===== src/rtl/contador_modn.sv =====
// Single-digit modulo/BCD counter with load clamp, up/down counting,
// terminal-count cascade output and optional hold-at-zero when counting down.
module contador_modn #(
   parameter int WIDTH        = 4,
   parameter int MOD          = 10,
   parameter bit STOP_AT_ZERO = 1'b0
) (
   input  logic             clk,
   input  logic             clrn,
   input  logic             loadn,
   input  logic             en,
   input  logic             up,
   input  logic [WIDTH-1:0] data,
   output logic [WIDTH-1:0] q,
   output logic             tc,
   output logic             zero
);

   localparam logic [WIDTH-1:0] MAX_VAL = WIDTH'(MOD - 1);
   localparam logic [WIDTH-1:0] ONE     = WIDTH'(1);
   // One extra bit so MOD == 2**WIDTH still compares correctly against data.
   localparam logic [WIDTH:0]   MOD_EXT = (WIDTH + 1)'(MOD);

   logic [WIDTH-1:0] q_q;
   logic [WIDTH-1:0] q_d;
   logic             at_max;
   logic             at_zero;

   always_comb begin
      at_max  = (q_q == MAX_VAL);
      at_zero = (q_q == '0);
      q_d     = q_q;
      if (!loadn) begin
         q_d = ({1'b0, data} >= MOD_EXT) ? MAX_VAL : data;
      end else if (en) begin
         if (up) begin
            q_d = at_max ? '0 : (q_q + ONE);
         end else if (at_zero) begin
            q_d = STOP_AT_ZERO ? '0 : MAX_VAL;
         end else begin
            q_d = q_q - ONE;
         end
      end
   end

   always_ff @(posedge clk or negedge clrn) begin
      if (!clrn) begin
         q_q <= '0;
      end else begin
         q_q <= q_d;
      end
   end

   assign q    = q_q;
   assign zero = at_zero;
   // Depends only on this digit's state and inputs, so chaining tc->en never loops.
   assign tc   = en & loadn & ((up & at_max) | (~up & at_zero));

endmodule

===== config.mk =====
export PLATFORM = sky130hd
export DESIGN_NAME = contador_modn
export DESIGN_NICKNAME = d
export VERILOG_FILES = /design/src/rtl/contador_modn.sv
export SDC_FILE = /design/constraint.sdc
export NUM_CORES = 1
export LEC_CHECK = 0
export CORE_AREA = 2 2 39 41
export CTS_CLUSTER_SIZE = 40
export DETAILED_ROUTE_END_ITERATION = 10
export DIE_AREA = 0 0 41 43
export MAX_ROUTING_LAYER = met4
export PLACE_DENSITY_LB_ADDON = 0.15
export SYNTH_ARGS = -nofsm -noshare
export SYNTH_HDL_FRONTEND = slang
export SYNTH_SLANG_ARGS = --single-unit
export TNS_END_PERCENT = 1

===== constraint.sdc =====
create_clock -name clk -period 2.7 [get_ports clk]
set_input_delay 0.81 -clock clk [delete_from_list [all_inputs] [get_ports clk]]
set_output_delay 0.81 -clock clk [all_outputs]
set_load 0.05 [all_outputs]

==> impl_metrics.ini, run 1 <==
[status]
outcome = finished, final reports clean

[timing]
setup_tns_ns = 0
max_freq_ghz = 0.382
fin_worst_skew_ns = 0.00303
worstMarginPinSlew_ns = 0.496
rsz0062_at_grt = false
slew_headroom = 0.668
finalSetupViolations = 0
period_minus_slack_ns = 2.62
slew_violations = 0
final.period_utilization = 0.970
hold_violations = 0
setup_slack_ns = 0.0816

[setup_path]
cp_max_fo = 3
path_class = input port to output port
crit_path_end_kind = output port
worstReg2RegStart = q[2]$_DFFE_PN0P_
cp_data_arrival_time_ns = 1.81
setup.worst_path.start_class = input port
reg2reg_setup_slack_ns = 1.19
r2r_end = q[3]$_DFFE_PN0P_
rr_worst_depth = 5
required_ns = 1.89

[global_route]
grt_pass1_vias = 384
grt_usage = 0.132
grt_pass1_wl_um = 1550
grt-ovfl-total = 0
grt_max_degree = 13
antenna_found_initial = 0

[detailed_routing]
wirelength_um = 902
viasPerCell = 5.17
dr.pass1.iters = 4
num_vias = 434
drc = 0
drtAntennaViolNets = 0
post_drt_wl_per_cell_um = 10.7
drt_iter0_markers = 6

[synthesis]
synth_area_leaders = dfrtp_1 (25%), o21ai_0 (6.3%), buf_6 (5.7%)
synth_top_family_by_area = compound AO/OA/AOI/OAI gates
synthAdderAreaFrac = 0
synth-simple-area-share = 0.259
syn_inst = 49
synth_compound_area_frac = 0.306
synth_area_sq_um = 397
syn_nets = 58
yosys.area_share.xor_xnor = 0.0221
synth.top_cell.area_share = 0.252
synth_seq_cells = 4
yosys.area.top_type = dfrtp_1
yosysWarningCount = 0
yosys-mux-area-fraction = 0.0252
synth.avg_cell_area_sq_um = 8.09
synth_cell_type_count = 31
yosysSeqAreaShare = 0.252

[pwr]
power_density_nw_per_um2 = 479
peakVddDrop_mv = 0.370
cellLeakagePower_nw = 0.254
p_total_mw = 0.295

[place]
gp_congestion = 0.746
place_ws_ns = -0.0864
place_area_sq_um = 577
port_buffers = 14
dp_hpwl_um = 683

[layout]
area_growth_pct = 55.2
largest_reg_flops = 4
drive_above_1_share = 0.265
nets = 79
final_area_sq_um = 616
fill_cells = 135
antenna_cells = 0

[worst_hold_path]
min_from = q[1]$_DFFE_PN0P_
whs_path_depth = 3
hp-class = register to register
hold_path_end = q[1]$_DFFE_PN0P_

[job]
drv_cap = 0

[clock_network]
clkTransAtPathRegs_ns = 0.04
clk_latency_ns = 0.23
cts_tree = yes
clk_path_buf_depth = 2
cts_htree_levels = 1
cts_hold_buf = 0
postCtsSetupBuffers = 0
cts_made_buffers = 3
root_buffer = clkbuf_4
cts_sinks = 4

[die]
core_area_sq_um = 1380
initial_core_util = 0.287
die_w_um = 41
die_area_sq_um = 1760
io_pins = 15
die_y_um = 43
rows = 14
==> layout make-up <==
class,instances,area (sq um),area share
inverters,2,7.51,0.0122
clock buffers,3,22.5,0.0366
well taps,16,20.0,0.0325
flip-flops and latches,4,100,0.163
multi-input cells,38,254,0.413
repair buffers,21,211,0.343
==> logic make-up after synthesis <==
family,after synthesis
AOI/OAI and AO/OA,18
and+or+nand+nor,18
buffers and inverters,7
DFF,4
xor gates and xnor gates,1
muxes,1
==> cells in the final DEF, fill, tap and decap left out, types with 2 or more instances in the layout <==
cell type	n
dfrtp_1	4
o41ai_1	2
buf_4	8
a21oi_1	3
clkbuf_4	3
nor3_1	2
clkdlybuf4s50_1	11
o21ai_0	5
nand2_1	4
nor2_1	2
inv_1	2
==> per-layer routing <==
metal,global-route usage,share of wire
met4,0.0600,0
met1,0.169,0.46
met5,-,0
met3,0.0471,0.071
met2,0.181,0.47
==> cells in the mapped netlist <==
library cell  count
a22oi_1           1
buf_2             1
a22oi_2           1
nor2_1            2
clkbuf_8          1
or2_4             1
nand3_1           1
and3b_1           1
dfrtp_1           4
a221oi_1          1
nor3_1            3
o21ai_0           5
xnor2_1           1
or3b_1            1
nor2_2            1
buf_6             2
o41ai_1           2
a21oi_1           3
o22ai_1           1
nor2b_1           1
o21a_1            1
mux2i_1           1
nor4_1            1
nand2b_1          1
a31oi_1           1
o21ai_1           1
nand2_1           4
inv_1             2
clkbuf_2          1
a221o_1           1
and2_4            1
==> how the worst max path moves through the flow <==
stage,end,slack (ns),start,depth (start not counted)
floorplan,tc,-0.13,up,4
global placement,tc,-0.07,up,5
detailed placement,tc,-0.09,up,5
CTS,tc,0.08,up,5
global route,tc,0.002,loadn,4
finish,tc,0.08,up,5
==> timing repair <==
| action | CTS | global route |
|---|---|---|
| gates resized for setup | 2 | 1 |
| setup endpoints to repair | 1 | 1 |
| pin swaps | 1 | 0 |
==> stage by stage <==
stage	util	cells	hold slack, ns
6_report	0.445	84	0.740
5_1_grt	0.445	84	0.783
4_1_cts	0.441	84	0.741
3_5_place_dp	0.417	81	0.729
3_3_place_gp	0.417	81	0.737
2_1_floorplan	-	49	0.514
==> where the power goes <==
group / internal [mW] / switching (mW)
clock network: 0.0496 / 0.0228
logic: 0.0663 / 0.0813
registers: 0.0676 / 0.00718
==> critical path, stage by stage <==
cell	delay (ns)
dlygate4sd2_1	0.25
and2_4	0.16
a21oi_1	0.07
nor4_2	0.21
bufbuf_16	0.31
(Power assumes the default switching activity.)
==> run 2: changes to the inputs <==
- CORE_AREA: 2 2 39 41 -> 5 5 42 44
- DIE_AREA: 0 0 41 43 -> 0 0 47 49
==> impl_metrics.ini, run 2 (synthesized netlist as in run 1, its figures left out) <==
[setup_path]
cp_data_arrival_time_ns = 1.80
worstReg2RegStart = q[2]$_DFFE_PN0P_
setup.worst_path.start_class = input port
startpoint = en
required_ns = 1.89
cp_max_fo = 2
path_class = input port to output port
crit_path_end_kind = output port

[global_route]
grt_usage = 0.106
grt_pass1_vias = 415
grt_pass1_wl_um = 1690
grt_max_degree = 13
grt-ovfl-total = 0
antenna_found_initial = 0

[clock_network]
clk_latency_ns = 0.23
cts_htree_levels = 1
root_buffer = clkbuf_4
clkTransAtPathRegs_ns = 0.03
clk_path_buf_depth = 2
cts_sinks = 4
cts_made_buffers = 3
postCtsSetupBuffers = 0
cts_tree = yes

[pwr]
pwr-share-comb = 0.496
pwr-share-seq = 0.259
swShare = 0.382
p_int_mw = 0.184
peakVddDrop_mv = 0.133
p_sw_mw = 0.114
p_total_mw = 0.298
power_frac_clock = 0.245
power_density_nw_per_um2 = 481
cellLeakagePower_nw = 0.257

[detailed_routing]
drt_iter0_markers = 5
viasPerCell = 5.07
drtAntennaViolNets = 0
drc = 0
num_vias = 431
dr.pass1.iters = 4
wirelength_um = 1060
post_drt_wl_per_cell_um = 12.4

[timing]
hold_violations = 0
slew_violations = 0
setup_tns_ns = 0
fin_worst_skew_ns = 0.00168
period_minus_slack_ns = 2.61
rsz0062_at_grt = false
max_freq_ghz = 0.383
final.period_utilization = 0.968
finalSetupViolations = 0
holdWs_ns = 0.635
worstMarginPinSlew_ns = 0.496
slew_headroom = 0.668

[layout]
final_cell_mix = clkdlybuf4s50_1 (11), buf_4 (9), o21ai_0 (5)
final_common_cell = clkdlybuf4s50_1
drive_above_1_share = 0.290
final_area_sq_um = 619
fill_cells = 148
largest_reg_flops = 4
nets = 80
antenna_cells = 0
area_growth_pct = 56.2

[worst_hold_path]
hp-class = register to register
min_from = q[0]$_DFFE_PN0P_

[die]
die_w_um = 47
core_area_sq_um = 1400
io_pins = 15
initial_core_util = 0.283
die_area_sq_um = 2300
die_y_um = 49
rows = 14

[place]
dp_hpwl_um = 816
place_area_sq_um = 584
gp_congestion = 0.707
port_buffers = 14

[job]
drv_cap = 0

[status]
outcome = finished, final reports clean
run 2: cell types whose count changed in the layout (fill, tap and decap cells not counted), sizes merged:
| cell | change |
|---|---|
| buf | +1 |
| clkbuf | +1 |
| dlygate4sd2 | -1 |
run 2: layout make-up:
class | instances | area, sq um | area share
tap | 16 | 20.0 | 0.0323
sequential | 4 | 100 | 0.162
multi-input combinational | 38 | 254 | 0.410
timing repair buffer | 22 | 215 | 0.347
inverter | 2 | 7.51 | 0.0121
clock buffer | 3 | 22.5 | 0.0364
run 2: power by group through the flow:
stage / logic [mW] / registers [mW] / clock network, mW
CTS: 0.147 / 0.0770 / 0.0771
finish: 0.148 / 0.0771 / 0.0730
detailed placement: 0.146 / 0.0776 / 0
global route: 0.158 / 0.0787 / 0.0859
floorplan: 0.0701 / 0.104 / 0
global placement: 0.148 / 0.0772 / 0
run 2: worst max-delay path, cell delays in order:
cell and delay [ns]:
clkdlybuf4s50_1 0.47, nand2_1 0.06, nor4_2 0.14, bufbuf_16 0.32
run 2: per-layer routing:
| metal | wire length, um | track usage | share of wire |
|---|---|---|---|
| met1 | 458 | 0.124 | 0.43 |
| met5 | 0 | - | 0 |
| met2 | 513 | 0.156 | 0.49 |
| met4 | 29 | 0.0829 | 0.027 |
| met3 | 54 | 0.0111 | 0.051 |
run 2: stage by stage:
stage,cells,utilization,setup WS (ns)
global route,85,0.442,0.0303
global placement,82,0.417,-0.130
detailed placement,82,0.417,-0.138
finish,85,0.442,0.0864
CTS,85,0.441,0.0361
floorplan,49,-,-0.130
run 2: path summary, 6_finish.rpt:
check                      depth (start not counted)  slack [ns]               end
max in group asynchronous                          1        1.76  q[0]$_DFFE_PN0P_
hold reg to reg                                    2        0.63  q[0]$_DFFE_PN0P_
min in group asynchronous                          1        0.78  q[3]$_DFFE_PN0P_
hold / removal                                     2        0.63  q[0]$_DFFE_PN0P_
setup reg to reg                                   5        1.17  q[3]$_DFFE_PN0P_
setup / recovery                                   4        0.09                tc
run 2: repair_timing:
action	in CTS	in global routing
endpoints found under the setup margin	1	1
hold buffers	0	0
pin swaps	1	0
endpoints found under the hold margin	0	0
gates resized for setup	2	3
==> run 3: changes to the inputs <==
- clock period: 2.7 -> 3.22 ns (I/O delays scaled with it)
==> impl_metrics.ini, run 3 (synthesized netlist as in run 1, its figures left out) <==
[detailed_routing]
drt_iter0_markers = 12
wirelength_um = 1020
viasPerCell = 5.08
dr.pass1.iters = 4
post_drt_wl_per_cell_um = 12.1
drtAntennaViolNets = 0
num_vias = 427
drc = 0

[layout]
final_common_cell = clkdlybuf4s50_1
antenna_cells = 0
final_area_sq_um = 602
drive_above_1_share = 0.235
largest_reg_flops = 4
final_cell_mix = clkdlybuf4s50_1 (13), buf_4 (7), o21ai_0 (5)
nets = 79
area_growth_pct = 51.7

[global_route]
grt_pass1_wl_um = 1670
grt_pass1_vias = 419
grt-ovfl-total = 0
antenna_found_initial = 0
grt_max_degree = 13
grt_usage = 0.0999

[die]
io_pins = 15
rows = 14
die_w_um = 47
core_area_sq_um = 1400
initial_core_util = 0.283
die_area_sq_um = 2300
die_y_um = 49

[job]
drv_cap = 0

[clock_network]
cts_tree = yes
cts_hold_buf = 0
postCtsSetupBuffers = 0
root_buffer = clkbuf_4
clkTransAtPathRegs_ns = 0.03
clk_latency_ns = 0.23
clk_path_buf_depth = 2
cts_resized = 0
cts_made_buffers = 3
cts_htree_levels = 1
cts_sinks = 4

[place]
gp_congestion = 0.681
port_buffers = 14
place_area_sq_um = 579

[timing]
worstMarginPinSlew_ns = 0.497
max_freq_ghz = 0.317
setup_tns_ns = 0
holdWs_ns = 0.732
period_minus_slack_ns = 3.16
rsz0062_at_grt = false
slew_violations = 0
finalSetupViolations = 0
slew_headroom = 0.668
fin_worst_skew_ns = 0.00168
final.period_utilization = 0.980
hold_violations = 0

[setup_path]
setup.worst_path.start_class = input port
worstReg2RegStart = q[0]$_DFFE_PN0P_
rr_worst_depth = 4
required_ns = 2.25
cp_data_arrival_time_ns = 2.19
path_class = input port to output port
reg2reg_setup_slack_ns = 1.64
cp_max_fo = 4
r2r_end = q[3]$_DFFE_PN0P_
crit_path_end_kind = output port

[worst_hold_path]
whs_path_depth = 3
min_from = q[2]$_DFFE_PN0P_
hp-class = register to register
hold_path_end = q[2]$_DFFE_PN0P_

[pwr]
peakVddDrop_mv = 0.144
power_density_nw_per_um2 = 406
power_frac_clock = 0.242
swShare = 0.380
p_int_mw = 0.152
cellLeakagePower_nw = 0.243
pwr-share-seq = 0.282
p_sw_mw = 0.0928
pwr-share-comb = 0.476

[status]
outcome = finished, final reports clean
run 3: cell count changes in the layout (fill, tap and decap cells not counted):
cell | previous run | this run
buf_4 | 9 | 7
bufbuf_16 | 1 | 0
nor3_2 | 1 | 0
clkbuf_2 | 1 | 0
nor3_1 | 2 | 3
clkdlybuf4s50_1 | 11 | 13
buf_12 | 0 | 1
run 3: stage by stage:
step | cells | total power [mW] | worst slack (ns) | utilization
3_3_place_gp | 81 | 0.187 | 0.0733 | 0.413
5_1_grt | 84 | 0.260 | 0.00111 | 0.429
3_5_place_dp | 81 | 0.186 | 0.0752 | 0.413
4_1_cts | 84 | 0.249 | 0.0610 | 0.429
2_1_floorplan | 49 | 0.146 | 0.0777 | -
6_report | 84 | 0.244 | 0.0636 | 0.429
run 3: cell type report:
type	instances	area, sq um
clock buffer	3	22.5
multi-input combinational	38	249
timing repair buffer	21	203
tap	16	20.0
fill	143	800
sequential	4	100
inverter	2	7.51
run 3: how the worst max path moves through the flow:
stage               slack [ns]  start  to
finish                    0.06     up  tc
global route             0.001     up  tc
CTS                       0.06     up  tc
detailed placement        0.08     up  tc
global placement          0.07     up  tc
floorplan                 0.08     up  tc
run 3: per-layer routing:
layer | global-route usage | vias up | part of all wire
met2 | 0.154 | 8 | 0.51
li1 | - | 221 | -
met4 | 0.0691 | 0 | 0
met1 | 0.120 | 198 | 0.44
met5 | - | - | 0
met3 | 0.00369 | 0 | 0.048
run 3: power groups by stage:
stage	clock, mW	combinational [mW]	sequential (mW)
final	0.0592	0.116	0.0689
after global routing	0.0651	0.125	0.0703
after CTS	0.0630	0.117	0.0690
after detailed placement	0	0.116	0.0695
after global placement	0	0.117	0.0698
after floorplan	0	0.0588	0.0871
run 3: critical path, stage by stage:
cell and delay [ns]:
clkdlybuf4s50_1 0.54, and2_4 0.17, a21oi_1 0.07, nor4_2 0.26
buf_12 0.18
